**src/rtl/gate_eval_pkg.sv**
```systemverilog
// Shared op codes, sequencer states and sweep constants for the gate evaluation sequencer.
package gate_eval_pkg;

  localparam logic [2:0] OP_NAND       = 3'd0;
  localparam logic [2:0] OP_NOR        = 3'd1;
  localparam logic [2:0] OP_AND        = 3'd2;
  localparam logic [2:0] OP_OR         = 3'd3;
  localparam logic [2:0] OP_XOR        = 3'd4;
  localparam logic [2:0] OP_XNOR       = 3'd5;
  localparam logic [2:0] OP_LAST_LEGAL = 3'd5;

  localparam int unsigned NUM_VECTORS = 4;

  typedef enum logic [2:0] {
    ST_IDLE    = 3'd0,
    ST_APPLY   = 3'd1,
    ST_SETTLE  = 3'd2,
    ST_COMPARE = 3'd3,
    ST_DONE    = 3'd4
  } state_t;

  function automatic logic op_is_legal(input logic [2:0] op);
    return op <= OP_LAST_LEGAL;
  endfunction

endpackage

```
**src/rtl/gate_nand_unit.sv**
```systemverilog
// Gate-level two-input function unit: every function is built from 2-input nand primitives,
// then selected by op. Illegal op codes yield 0.
module gate_nand_unit
  import gate_eval_pkg::*;
(
  output logic       s,
  input  logic       a,
  input  logic       b,
  input  logic [2:0] op
);

  logic n_ab, n_a, n_b, f_and, f_or, f_nor, n_ax, n_bx, f_xor, f_xnor;

  nand u_nab  (n_ab,   a,     b);
  nand u_and  (f_and,  n_ab,  n_ab);
  nand u_na   (n_a,    a,     a);
  nand u_nb   (n_b,    b,     b);
  nand u_or   (f_or,   n_a,   n_b);
  nand u_nor  (f_nor,  f_or,  f_or);
  nand u_nax  (n_ax,   a,     n_ab);
  nand u_nbx  (n_bx,   b,     n_ab);
  nand u_xor  (f_xor,  n_ax,  n_bx);
  nand u_xnor (f_xnor, f_xor, f_xor);

  always_comb begin
    s = 1'b0;
    case (op)
      OP_NAND: s = n_ab;
      OP_NOR:  s = f_nor;
      OP_AND:  s = f_and;
      OP_OR:   s = f_or;
      OP_XOR:  s = f_xor;
      OP_XNOR: s = f_xnor;
      default: s = 1'b0;
    endcase
  end

endmodule

```
**src/rtl/gate_eval_sequencer.sv**
```systemverilog
// Sweeps all four {x,y} vectors through the nand-only unit and an expression model,
// counting mismatches and reporting the first failing vector over start/busy/done.
module gate_eval_sequencer
  import gate_eval_pkg::*;
#(
  parameter int unsigned SETTLE_CYCLES = 1
) (
  input  logic       clk,
  input  logic       reset,
  input  logic       start,
  input  logic [2:0] op,
  input  logic [3:0] fault_mask,
  output logic       busy,
  output logic       done,
  output logic       pass,
  output logic [2:0] err_count,
  output logic [1:0] first_fail,
  output logic       first_fail_valid,
  output logic       illegal_op,
  output logic       x,
  output logic       y
);

  localparam logic [4:0] SETTLE_LAST = 5'(SETTLE_CYCLES);
  localparam logic [1:0] LAST_VEC    = 2'(NUM_VECTORS - 1);

  state_t     state_q, state_d;
  logic [2:0] op_q, op_d;
  logic [3:0] mask_q, mask_d;
  logic [1:0] vec_q, vec_d;
  logic [3:0] cnt_q, cnt_d;
  logic       x_q, x_d, y_q, y_d;
  logic       pass_q, pass_d;
  logic [2:0] err_q, err_d;
  logic [1:0] ff_q, ff_d;
  logic       ffv_q, ffv_d;
  logic       ill_q, ill_d;

  logic gate_out, model_out, mismatch;

  gate_nand_unit u_gate (
    .s  (gate_out),
    .a  (x_q),
    .b  (y_q),
    .op (op_q)
  );

  assign model_out = (op_q == OP_NAND) ? ~(x_q & y_q) :
                     (op_q == OP_NOR)  ? ~(x_q | y_q) :
                     (op_q == OP_AND)  ?  (x_q & y_q) :
                     (op_q == OP_OR)   ?  (x_q | y_q) :
                     (op_q == OP_XOR)  ?  (x_q ^ y_q) :
                     (op_q == OP_XNOR) ? ~(x_q ^ y_q) : 1'b0;

  assign mismatch = gate_out ^ mask_q[vec_q] ^ model_out;

  always_ff @(posedge clk) begin
    if (reset) begin
      state_q <= ST_IDLE;
      op_q    <= '0;
      mask_q  <= '0;
      vec_q   <= '0;
      cnt_q   <= '0;
      x_q     <= 1'b0;
      y_q     <= 1'b0;
      pass_q  <= 1'b0;
      err_q   <= '0;
      ff_q    <= '0;
      ffv_q   <= 1'b0;
      ill_q   <= 1'b0;
    end else begin
      state_q <= state_d;
      op_q    <= op_d;
      mask_q  <= mask_d;
      vec_q   <= vec_d;
      cnt_q   <= cnt_d;
      x_q     <= x_d;
      y_q     <= y_d;
      pass_q  <= pass_d;
      err_q   <= err_d;
      ff_q    <= ff_d;
      ffv_q   <= ffv_d;
      ill_q   <= ill_d;
    end
  end

  always_comb begin
    state_d = state_q;
    op_d    = op_q;
    mask_d  = mask_q;
    vec_d   = vec_q;
    cnt_d   = cnt_q;
    x_d     = x_q;
    y_d     = y_q;
    pass_d  = pass_q;
    err_d   = err_q;
    ff_d    = ff_q;
    ffv_d   = ffv_q;
    ill_d   = ill_q;

    case (state_q)
      ST_IDLE: begin
        if (start) begin
          if (op_is_legal(op)) begin
            op_d    = op;
            mask_d  = fault_mask;
            err_d   = '0;
            ff_d    = '0;
            ffv_d   = 1'b0;
            pass_d  = 1'b0;
            ill_d   = 1'b0;
            vec_d   = '0;
            state_d = ST_APPLY;
          end else begin
            ill_d   = 1'b1;
            pass_d  = 1'b0;
            err_d   = '0;
            state_d = ST_DONE;
          end
        end
      end
      ST_APPLY: begin
        {x_d, y_d} = vec_q;
        cnt_d      = '0;
        state_d    = (SETTLE_CYCLES == 0) ? ST_COMPARE : ST_SETTLE;
      end
      ST_SETTLE: begin
        cnt_d = cnt_q + 4'd1;
        if (({1'b0, cnt_q} + 5'd1) >= SETTLE_LAST) begin
          state_d = ST_COMPARE;
        end
      end
      ST_COMPARE: begin
        if (mismatch) begin
          err_d = err_q + 3'd1;
          if (!ffv_q) begin
            ff_d  = vec_q;
            ffv_d = 1'b1;
          end
        end
        // pass is resolved here so it reflects this compare's count on DONE entry
        if (vec_q == LAST_VEC) begin
          pass_d  = (err_d == 3'd0) && !ill_q;
          state_d = ST_DONE;
        end else begin
          vec_d   = vec_q + 2'd1;
          state_d = ST_APPLY;
        end
      end
      ST_DONE: state_d = ST_IDLE;
      default: state_d = ST_IDLE;
    endcase
  end

  assign busy             = (state_q != ST_IDLE);
  assign done             = (state_q == ST_DONE);
  assign pass             = pass_q;
  assign err_count        = err_q;
  assign first_fail       = ff_q;
  assign first_fail_valid = ffv_q;
  assign illegal_op       = ill_q;
  assign x                = x_q;
  assign y                = y_q;

endmodule

```
**config.mk**
```make
export PLATFORM = sky130hd
export DESIGN_NAME = gate_eval_sequencer
export DESIGN_NICKNAME = d
export VERILOG_FILES = /design/src/rtl/gate_eval_pkg.sv /design/src/rtl/gate_nand_unit.sv /design/src/rtl/gate_eval_sequencer.sv
export SDC_FILE = /design/constraint.sdc
export NUM_CORES = 1
export LEC_CHECK = 0
export ABC_AREA = 1
export ABC_CLOCK_PERIOD_IN_PS = 2800
export CAP_MARGIN = 15
export CORE_MARGIN = 4
export CORE_UTILIZATION = 50
export CTS_BUF_LIST = sky130_fd_sc_hd__clkbuf_8
export DETAILED_ROUTE_END_ITERATION = 6
export PLACE_DENSITY = 0.78
export SYNTH_ARGS = -nofsm -noshare
export SYNTH_HDL_FRONTEND = slang
export SYNTH_SLANG_ARGS = --single-unit
```
**constraint.sdc**
```tcl
create_clock -name clk -period 2.8 [get_ports clk]
set_input_delay 0.7 -clock clk [delete_from_list [all_inputs] [get_ports clk]]
set_output_delay 0.7 -clock clk [all_outputs]
set_load 0.02 [all_outputs]
```
==> results of run 1 <==
==> synth_stat cells, drive strengths merged <==
| cell | count |
|---|---|
| xor2 | 3 |
| o21ai | 11 |
| or2 | 1 |
| ha | 4 |
| a21oi | 19 |
| nand3 | 13 |
| dfxtp | 23 |
| a31oi | 1 |
| nand2 | 38 |
| buf | 1 |
| nor3 | 1 |
| a211oi | 1 |
| clkbuf | 1 |
| nor4 | 1 |
| nand3b | 1 |
| inv | 26 |
| nor2 | 10 |
==> final cells by class <==
type / count / area, um^2 / area share, %
sequential: 23 / 460 / 32.3
clock buffer: 3 / 41.3 / 2.90
clock inverter: 1 / 3.75 / 0.263
tap: 28 / 35.0 / 2.46
inverter: 26 / 97.6 / 6.85
multi-input combinational: 104 / 579 / 40.6
timing repair buffer: 21 / 208 / 14.6
==> power groups by stage <==
stage	Sequential [uW]	Combinational (uW)	Clock (uW)
6_report	369	203	199
5_1_grt	371	226	220
4_1_cts	369	203	206
3_5_place_dp	377	200	0
3_3_place_gp	375	197	0
2_1_floorplan	382	131	0
==> stage by stage <==
step	std cells	utilization, %	area [um^2]
floorplan	155	-	1140
global placement	202	63.0	1380
detailed placement	202	63.0	1380
CTS	206	65.0	1430
global route	206	65.0	1430
finish	206	65.0	1430
==> cells by family (layout without fill, tap and decap cells) <==
kind of cell	after synthesis	after routing	synth area share, %
simple gates	65	65	29.0
compound gates	32	32	15.0
buf+inv	28	51	9.18
flops	23	23	40.2
fa+ha+maj	4	4	4.37
xor+xnor	3	3	2.30
==> state kept, by name, indices dropped and copies added, names as in the netlist <==
register          count
cnt_q                 4
x                     1
mask_q                4
err_count             3
pass                  1
first_fail_valid      1
illegal_op            1
state_q               3
vec_q                 2
first_fail            2
y                     1
==> how the worst min path moves through the flow <==
stage,startpoint,cells after the start,slack [ns],end
floorplan,mask_q[1],2,0.43,mask_q[1]
global placement,y,2,0.43,y
detailed placement,y,2,0.44,y
CTS,y,2,0.45,y
global route,y,2,0.48,y
finish,y,2,0.45,y
==> per-layer routing <==
metal / up-vias / part of all wire, % / global-route usage (%)
met3: 4 / 6.1 / 3.94
met1: 501 / 46 / 19.8
met4: 0 / 1.2 / 7.12
li1: 544 / - / -
met5: - / 0 / 0
met2: 34 / 47 / 29.1
==> critical path, stage by stage (launching register included) <==
cell	delay (ns)
dfxtp_1	0.35
inv_1	0.07
nor3_1	0.13
clkdlybuf4s50_1	0.63
==> summary by stage, run 1 <==
Route
The pre-antenna-repair detailed-routing pass consisted of 4 iterations. The number of DRC markers after the initial detailed-route iteration is 23. The DRC violations left is 0.

After detailed routing, the number of vias per cell comes to 5.26. In this run the remaining antenna-violating nets after routing total 0. The via total after detailed routing is about 1.1k. Dividing the detail-routed wire length by the instance count gives 11.7 um. The total length of routed wires is 2400 um.

Power and ir drop
The share of total power dissipated in sequential elements is a little under half. Per report_power, the clock group accounts for 25.8% of the total. The cell leakage power is 0.000605 uW. The fraction of power spent switching nets is 31.6%. The share of total power dissipated in combinational logic is a little over a quarter. The internal portion of total power is ~530 uW.

Summed over all nets, the switching power comes to 243 uW. The power density over the cells is between 500 and 600 nW/um^2. The design draws 770 uW. Across the VDD grid, the largest voltage drop is 0.475 mV.

Global route
The first global-routing pass estimated 4280 um of wire. The overall overflow remaining after global route is 0. In the global route stage, overall resource usage came out at 16.8%. The via count of the first global-routing pass is 1022.

The number of antenna violations at the first check in global routing came to 0. Entering global routing, the biggest net connects 18 pins.

Floorplanning
The die span in y is 55.9 um. The initial utilization of the core area, before any placement, comes to 52.3%. The die outline area is 3120 um^2.

The floorplan step set the die width to approximately 56 um. The number of ports placed on the die boundary is 22. The number of placement rows is 17. The total core area is between 2000 and 2500 um^2.

Cells and area
The total inserted antenna cells is 0. The layout overhead on the synthesized area is 24.5%. The share of cells above drive strength 1 is 10.7%.

The leading cell type in the layout, fill and taps excluded is nand2_1. The library cells used most frequently in the layout, excluding fill and tap cells, are nand2_1, inv_1, dfxtp_1. In the final design database the tool counted around 190 nets. Counting the fill cells in the layout gives 198.

Synth
By area the synthesized netlist is led by dfxtp_1, nand2_1, a21oi_1. The count of state elements after synthesis is 23. The area share of the leading cell type in the synthesized netlist is 40.2%. The cell area after technology mapping is 1140 um^2. The share of the Yosys chip area taken by registers is between 40 and 50%. The synthesis warning total is 0. The number of cells produced by synthesis is 155. The count of distinct cell types in the synthesized netlist is 26.

The biggest area contributor in the post-synthesis netlist is dfxtp_1. The net count after synthesis is 169. The synthesized area divided by synthesized cell count is 7.39 um^2.

STA
Headroom to the max-slew limit came out at 83.7%. The number of setup violations in the final report is 0. Setup repair after global routing left no endpoint under its margin. The number of hold violations in the final report is 0.

The slew of the pin with the lowest slew margin is 0.245 ns. The clock arrives with between 0.003 and 0.004 ns of skew. The highest clock rate is about 470 MHz. The worst hold-check slack is 0.446 ns. The post-layout minimum cycle time is roughly 2.1 ns. In the finished design, the share of the clock period the worst path needs comes to 76.5%.

The number of pins with negative max-slew slack in the final report is 0. The smallest setup slack after layout is 0.658 ns. For the final routed database, the setup TNS stands at 0 ns.

Clock tree
The number of post-CTS setup repair buffers is 0. The number of gates resized after CTS is 0. The clock passes through at most 2 buffers. After clock tree synthesis, the flow added hold-fix buffers numbering 0.

The deepest level of the CTS H-tree is 1. Clock tree synthesis found a total of 23 sinks. Counting the buffers created by CTS gives 3. TritonCTS built the clock tree. The clock root buffer is clkbuf_8. The clock latency reported for the late side of the worst-skew pair is about 0.26 ns. After clock tree synthesis, the clock-pin slew on the worst setup and hold paths is 0.08 ns.

Placed design
Before CTS, the worst setup slack after placement is around 0.95 ns. The routability-driven placement congestion ratio is 0.757. In this run the tool buffered the top-level ports with 20 buffer cells.

The HPWL after detailed placement is 1750 um.

Setup path
The worst reg2reg path depth is 6. The start point of the critical path is state_q[2]. The reg2reg setup slack is roughly 1.4 ns. The category of the worst setup path launch point is a flip-flop. The worst setup path is captured at an output port.

The critical setup path kind is reg2out. In this run the worst setup path terminates at done. The top fanout value on the critical path is 3. The endpoint of the worst register-to-register path is state_q[0].

At the worst endpoint, the required time is 2.10 ns. In this run the critical register-to-register path is launched from cnt_q[0]. Data on the critical path arrives at its endpoint at 1.44 ns.

Outcome
The flow ran to the end, and the final reports show no timing, DRC or antenna violations.

Run
Across the run, the number of max-cap violations was 0.

Min path
The min-delay analysis places its worst path in the category reg2reg.
Power figures use the tool's default switching activity.
==> run 2: changes to the inputs <==
--- a/config.mk
+++ b/config.mk
@@ -6,7 +6,7 @@
 export NUM_CORES = 1
 export LEC_CHECK = 0
 export ABC_AREA = 1
-export ABC_CLOCK_PERIOD_IN_PS = 2800
+export ABC_CLOCK_PERIOD_IN_PS = 2100
 export CAP_MARGIN = 15
 export CORE_MARGIN = 4
 export CORE_UTILIZATION = 50
==> constraint.sdc (replaced) <==
create_clock -name clk -period 2.1 [get_ports clk]
set_input_delay 0.525 -clock clk [delete_from_list [all_inputs] [get_ports clk]]
set_output_delay 0.525 -clock clk [all_outputs]
set_load 0.02 [all_outputs]
==> summary by stage, run 2 (synthesis results as in run 1) <==
Power and ir drop
The worst-case vdd ir drop came to 0.648 mV (+36%). The power density over the cells is 719 nW/um^2 (+33%). The cell leakage power is 0.000610 uW (+0.79%).

Clock tree
The CTS tree is done. The clock root buffer is clkbuf_8. The buffer levels on the longest clock path was 2 (unchanged). The deepest level of the CTS H-tree was 1 (unchanged).

The number of gates resized after CTS was 0 (unchanged). The post-cts hold buffer count was 0 (unchanged). The number of post-CTS setup repair buffers is 0 (unchanged). The clock slew at the register clock pins of the worst setup and hold paths is 0.08 ns (about the same). The CTS buffer count is 3 (unchanged). The TritonCTS sink count is 23 (unchanged). The clock latency reported for the late side of the worst-skew pair is 0.26 ns (about the same).

Placed design
The total half-perimeter wirelength after legalization and detailed placement is 1780 um (+1.3%). The routability-driven placement congestion ratio was 0.757 (unchanged). The placement-stage worst setup slack came to 0.420 ns (-0.533 ns). The port buffer count was 20 (unchanged).

Setup path
The depth of the critical timing path with buffers and inverters included came to 3 (unchanged). The top fanout value on the critical path is 3 (unchanged). The combined buffer and inverter count along the critical path was 2 (unchanged). The worst reg2reg path depth is 6 (unchanged). The critical path goes through inv_1, nor3_1, clkdlybuf4s50_1.

The data required time at the worst endpoint came to 1.57 ns (-0.53 ns). Grouping stages by cell kind, the critical path spends the most delay in buffers and inverters. The critical setup path kind is reg2out. The largest stage delay on the critical path is 0.63 ns (about the same). The data arrival time of the critical path is 1.43 ns (about the same).

STA classifies the critical path startpoint as a flip-flop. STA classifies the critical path endpoint as an output port. Among all stages on the critical path, the largest delay is contributed by clkdlybuf4s50_1.

Cells and area
In the layout the commonest cells are nand2_1, inv_1, dfxtp_1. The fill cell instance count of the final layout came to 198 (unchanged). The share of cells above drive strength 1 is 11.2% (+0.50 points).

The largest registers in the layout are cnt_q: 4 flops, mask_q: 4 flops. The leading cell type in the layout, fill and taps excluded is nand2_1. The layout net count is 194 (+0.52%).

The total inserted antenna cells was 0 (unchanged). The layout overhead on the synthesized area is 25.1%.

Route
The mean routed wirelength per cell is 11.0 um (-6.0%). The remaining number of nets flagged by the antenna check after routing is 0 (unchanged). The routed via count divided by cell count came to 4.98 (-5.3%). The DRC violations left was 0 (unchanged). The number of DRC markers after the initial detailed-route iteration is 31 (+35%). The length of the first detailed-routing pass in iterations came to 4 (unchanged). The via total after detailed routing came to 1031 (-4.8%). The total length of routed wires is 2270 um (-5.6%).

Floorplanning
The number of placement rows is 17 (unchanged). The number of ports placed on the die boundary is 22 (unchanged). The die outline area was 3120 um^2 (unchanged). The starting density of the core is 52.3% (unchanged).

The total core area is 2190 um^2 (unchanged). The die span in y is 55.9 um (unchanged). The width of the die is 55.9 um (unchanged).

Outcome
The run finished with clean final reports.

STA
The smallest setup slack after layout is 0.140 ns (-0.517 ns). The relative slew slack is 77.2% (-6.5 points). The number of pins with negative max-slew slack in the final report came to 0 (unchanged). The post-layout minimum cycle time is between 1.5 and 2 ns. Setup repair after global routing left no endpoint under its margin. The worst setup skew after layout is 0.00468 ns (+0.00135 ns). In the finished design, the share of the clock period the worst path needs comes to 93.3%.

The number of hold violations in the final report is 0 (unchanged). The highest clock rate is about 510 MHz. The number of setup violations in the final report is 0 (unchanged). The sum of negative setup slack is 0 ns (unchanged). The slew of the pin with the lowest slew margin came to 0.341 ns (+0.0961 ns).

Min path
The worst hold path class is reg2reg. The instance count along the most critical hold path came to 2 (unchanged).

Global route
The largest net degree at the start of global routing came to 13 (-5). The via count of the first global-routing pass was 969 (-5.2%). The overall overflow remaining after global route is 0 (unchanged). The number of antenna violations at the first check in global routing is 0 (unchanged).

The combined global-route utilization of all metal layers is 16.0% (-0.79 points). The global-route wire length before repair came to 4080 um (-4.8%).

Run
The number of maximum-capacitance constraint violations came to 0 (unchanged).
==> run 2: per-layer routing <==
layer	vias up	global-route usage (%)	part of all wire, %
li1	542	-	-
met1	464	20.9	50
met2	21	25.0	44
met3	4	3.02	3.8
met4	0	8.47	1.8
met5	-	0	0
==> run 2: worst paths after layout <==
kind | start | end | slack (ns)
setup / recovery | state_q[2] | done | 0.14
hold / removal | y | y | 0.45
setup reg to reg | cnt_q[0] | state_q[0] | 0.69
hold reg to reg | y | y | 0.45
==> run 2: cell type report <==
cell class / count / area [um^2] / share of cell area (%)
Clock inverter: 1 / 3.75 / 0.262
Clock buffer: 3 / 41.3 / 2.88
Inverter: 26 / 97.6 / 6.81
Tap cell: 28 / 35.0 / 2.45
Timing Repair Buffer: 22 / 215 / 15.0
Sequential cell: 23 / 460 / 32.1
Multi-Input combinational cell: 104 / 579 / 40.4
==> run 2: where the power goes <==
part           internal, uW  switching (uW)  total, uW
clock network           130             139        270
logic                   104             165        270
registers               469            20.9        490
total                   704             325       1030
==> run 2: worst min-delay path, delay by kind of cell (launching register included) <==
| family | cells | cell delay [ns] |
|---|---|---|
| flops | 1 | 0.31 |
| buf+inv | 1 | 0.05 |
| compound gates | 1 | 0.05 |
==> run 2: per-stage QoR <==
stage	utilization [%]	cells	cell area [um^2]	hold WS, ns	total power (uW)
global route	65.4	207	1430	0.474	1080
floorplan	-	155	1140	0.430	684
CTS	65.4	207	1430	0.452	1040
global placement	63.3	203	1390	0.429	764
detailed placement	63.3	203	1390	0.439	769
finish	65.4	207	1430	0.449	1030
==> run 3: changes to the inputs <==
--- a/config.mk
+++ b/config.mk
@@ -9,10 +9,11 @@
 export ABC_CLOCK_PERIOD_IN_PS = 2100
 export CAP_MARGIN = 15
 export CORE_MARGIN = 4
-export CORE_UTILIZATION = 50
+export CORE_UTILIZATION = 53
 export CTS_BUF_LIST = sky130_fd_sc_hd__clkbuf_8
+export CTS_CLUSTER_SIZE = 14
 export DETAILED_ROUTE_END_ITERATION = 6
-export PLACE_DENSITY = 0.78
+export PLACE_DENSITY = 0.82
 export SYNTH_ARGS = -nofsm -noshare
 export SYNTH_HDL_FRONTEND = slang
 export SYNTH_SLANG_ARGS = --single-unit
==> summary by stage, run 3 (synthesis results as in run 1) <==
Outcome
The run finished with clean final reports.

STA
The worst setup skew after layout is 0.00214 ns (-0.00254 ns). The sum of negative setup slack is 0 ns (unchanged). The slew of the pin with the lowest slew margin is 0.245 ns (-0.0959 ns). The post-layout minimum cycle time is 1.96 ns (+0.00161 ns). The smallest setup slack after layout is 0.139 ns (-0.00161 ns). The number of hold violations in the final report is 0 (unchanged).

Setup repair after global routing left no endpoint under its margin. The number of setup violations in the final report is 0 (unchanged). The relative slew slack is 83.5% (+6.3 points).

The number of pins with negative max-slew slack in the final report is 0 (unchanged). The highest clock rate is 510 MHz (about the same). The share of the cycle needed by the critical path after routing came to 93.4% (about the same).

Placed design
The placed standard-cell area came to 1380 um^2 (-0.63%). The total half-perimeter wirelength after legalization and detailed placement is 1790 um (+0.72%). The routability-driven placement congestion ratio was 0.793 (+4.7%). The port buffer count came to 20 (unchanged). The placement-stage worst setup slack came to 0.408 ns (-0.0119 ns).

Setup path
The reg2reg setup slack came to 0.63 ns (-0.06 ns). The launching point of the worst reg2reg path is cnt_q[0]. The destination of the critical timing path is busy. The start point of the critical path is state_q[1]. The endpoint of the worst register-to-register path is state_q[2]. The top fanout value on the critical path is 4 (+1). STA classifies the critical path endpoint as an output port. The data arrival time of the critical path came to 1.44 ns (about the same). The worst reg2reg path depth was 6 (unchanged). The critical setup path kind is reg2out. STA classifies the critical path startpoint as a flip-flop. The data required time at the worst endpoint is 1.57 ns (about the same).

Clock tree
TritonCTS built the clock tree. The number of gates resized after CTS was 0 (unchanged). The deepest level of the CTS H-tree was 1 (unchanged).

The CTS buffer count is 3 (unchanged). The clock root buffer is clkbuf_8. The TritonCTS sink count is 23 (unchanged). The number of post-CTS setup repair buffers is 0 (unchanged).

The buffer levels on the longest clock path is 2 (unchanged). The clock latency reported for the late side of the worst-skew pair came to 0.26 ns (about the same). The post-cts hold buffer count is 0 (unchanged). The clock slew at the register clock pins of the worst setup and hold paths is 0.08 ns (about the same).

Floorplanning
The die outline area is 2970 um^2 (-4.9%). The number of placement rows came to 16 (-1). The total core area is 2000 um^2 (-8.6%). The width of the die is 54.5 um (-2.5%). The starting density of the core is 57.2% (+4.9 points). The die span in y is 54.5 um (-2.5%). The number of ports placed on the die boundary came to 22 (unchanged).

Power and ir drop
The cell leakage power is 0.000604 uW (-1.0%). The portion of total power attributed to the clock network came to 26.0% (-0.2 points). The power dissipated by switching net loads came to 327 uW (+0.47%). The internal portion of total power is 705 uW (+0.11%). The part of the total power dissipated in sequential elements is 47.6% (about the same). The power density over the cells is 724 nW/um^2 (+0.75%). The worst-case vdd ir drop is 0.457 mV (-29%).

The fraction of power spent switching nets is 31.7% (+0.076 points). The part of the total power dissipated in combinational logic is 26.3% (about the same).

Route
The via total after detailed routing is 1086 (+5.3%). The remaining number of nets flagged by the antenna check after routing came to 0 (unchanged). The mean routed wirelength per cell came to 11.8 um (+7.9%). The total length of routed wires is 2420 um (+6.8%). The length of the first detailed-routing pass in iterations is 4 (unchanged).

The DRC violations left is 0 (unchanged). The number of DRC markers after the initial detailed-route iteration is 19 (-39%). The routed via count divided by cell count was 5.30 (+6.4%).

Cells and area
The layout net count came to 193 (-0.52%). Relative to the synthesized area, the layout overhead comes to 24.5%. The total non-filler cell area in the finished layout was 1430 um^2 (-0.52%). In the layout the commonest cells are nand2_1, dfxtp_1, inv_1. In the final layout, the registers with the most flip-flops are cnt_q: 4 flops, mask_q: 4 flops.

The total inserted antenna cells is 0 (unchanged). The share of cells above drive strength 1 is 11.2% (+0.063 points). The leading cell type in the layout, fill and taps excluded is nand2_1.

Global route
The global-route wire length before repair is 4110 um (+0.86%). The overall overflow remaining after global route is 0 (unchanged). The largest net degree at the start of global routing came to 18 (+5). The via count of the first global-routing pass is 990 (+2.2%).

The number of antenna violations at the first check in global routing is 0 (unchanged). The combined global-route utilization of all metal layers is 19.0% (+3.0 points).

Min path
In this run the worst hold path is classified as reg2reg.

Run
The number of maximum-capacitance constraint violations is 0 (unchanged).
[run 3: worst max-delay path, cell delays in order, from the launching register on]
cell             delay [ns]
dfxtp_1                0.39
inv_1                  0.08
nand2_2                0.09
clkdlybuf4s50_1        0.61
[run 3: metal layers]
metal | up-vias | GRT usage, % | routed length, um
met5 | - | 0 | 0
met4 | 0 | 6.22 | 34
met3 | 6 | 3.00 | 130
met2 | 30 | 33.3 | 1150
met1 | 506 | 23.5 | 1110
li1 | 544 | - | -
[run 3: metrics by stage]
| stage | utilization [%] | total power, uW | instances | hold WS (ns) |
|---|---|---|---|---|
| floorplan | - | 684 | 155 | 0.430 |
| global placement | 68.9 | 762 | 201 | 0.429 |
| detailed placement | 68.9 | 771 | 201 | 0.435 |
| CTS | 71.2 | 1040 | 205 | 0.448 |
| global route | 71.2 | 1090 | 205 | 0.480 |
| finish | 71.2 | 1030 | 205 | 0.442 |
[run 3: how the worst min path moves through the flow]
| stage | to | cells after the start | start | slack (ns) |
|---|---|---|---|---|
| 2_1_floorplan | mask_q[1] | 2 | mask_q[1] | 0.43 |
| 3_3_place_gp | y | 2 | y | 0.43 |
| 3_5_place_dp | y | 2 | y | 0.44 |
| 4_1_cts | y | 2 | y | 0.45 |
| 5_1_grt | x | 2 | x | 0.48 |
| 6_report | y | 2 | y | 0.44 |
[run 3: cell type report]
cell class | count | area [um^2]
Clock buffer | 3 | 41.3
Sequential cell | 23 | 460
Fill cell | 165 | 577
Clock inverter | 1 | 5.00
Inverter | 26 | 97.6
Tap cell | 27 | 33.8
Timing Repair Buffer | 21 | 208
Multi-Input combinational cell | 104 | 579
[run 3: power groups by stage]
stage          clock [uW]  sequential, uW  combinational [uW]
3_3_place_gp            0             500                 263
4_1_cts               273             491                 272
2_1_floorplan           0             510                 174
3_5_place_dp            0             501                 269
6_report              269             492                 272
5_1_grt               290             494                 305
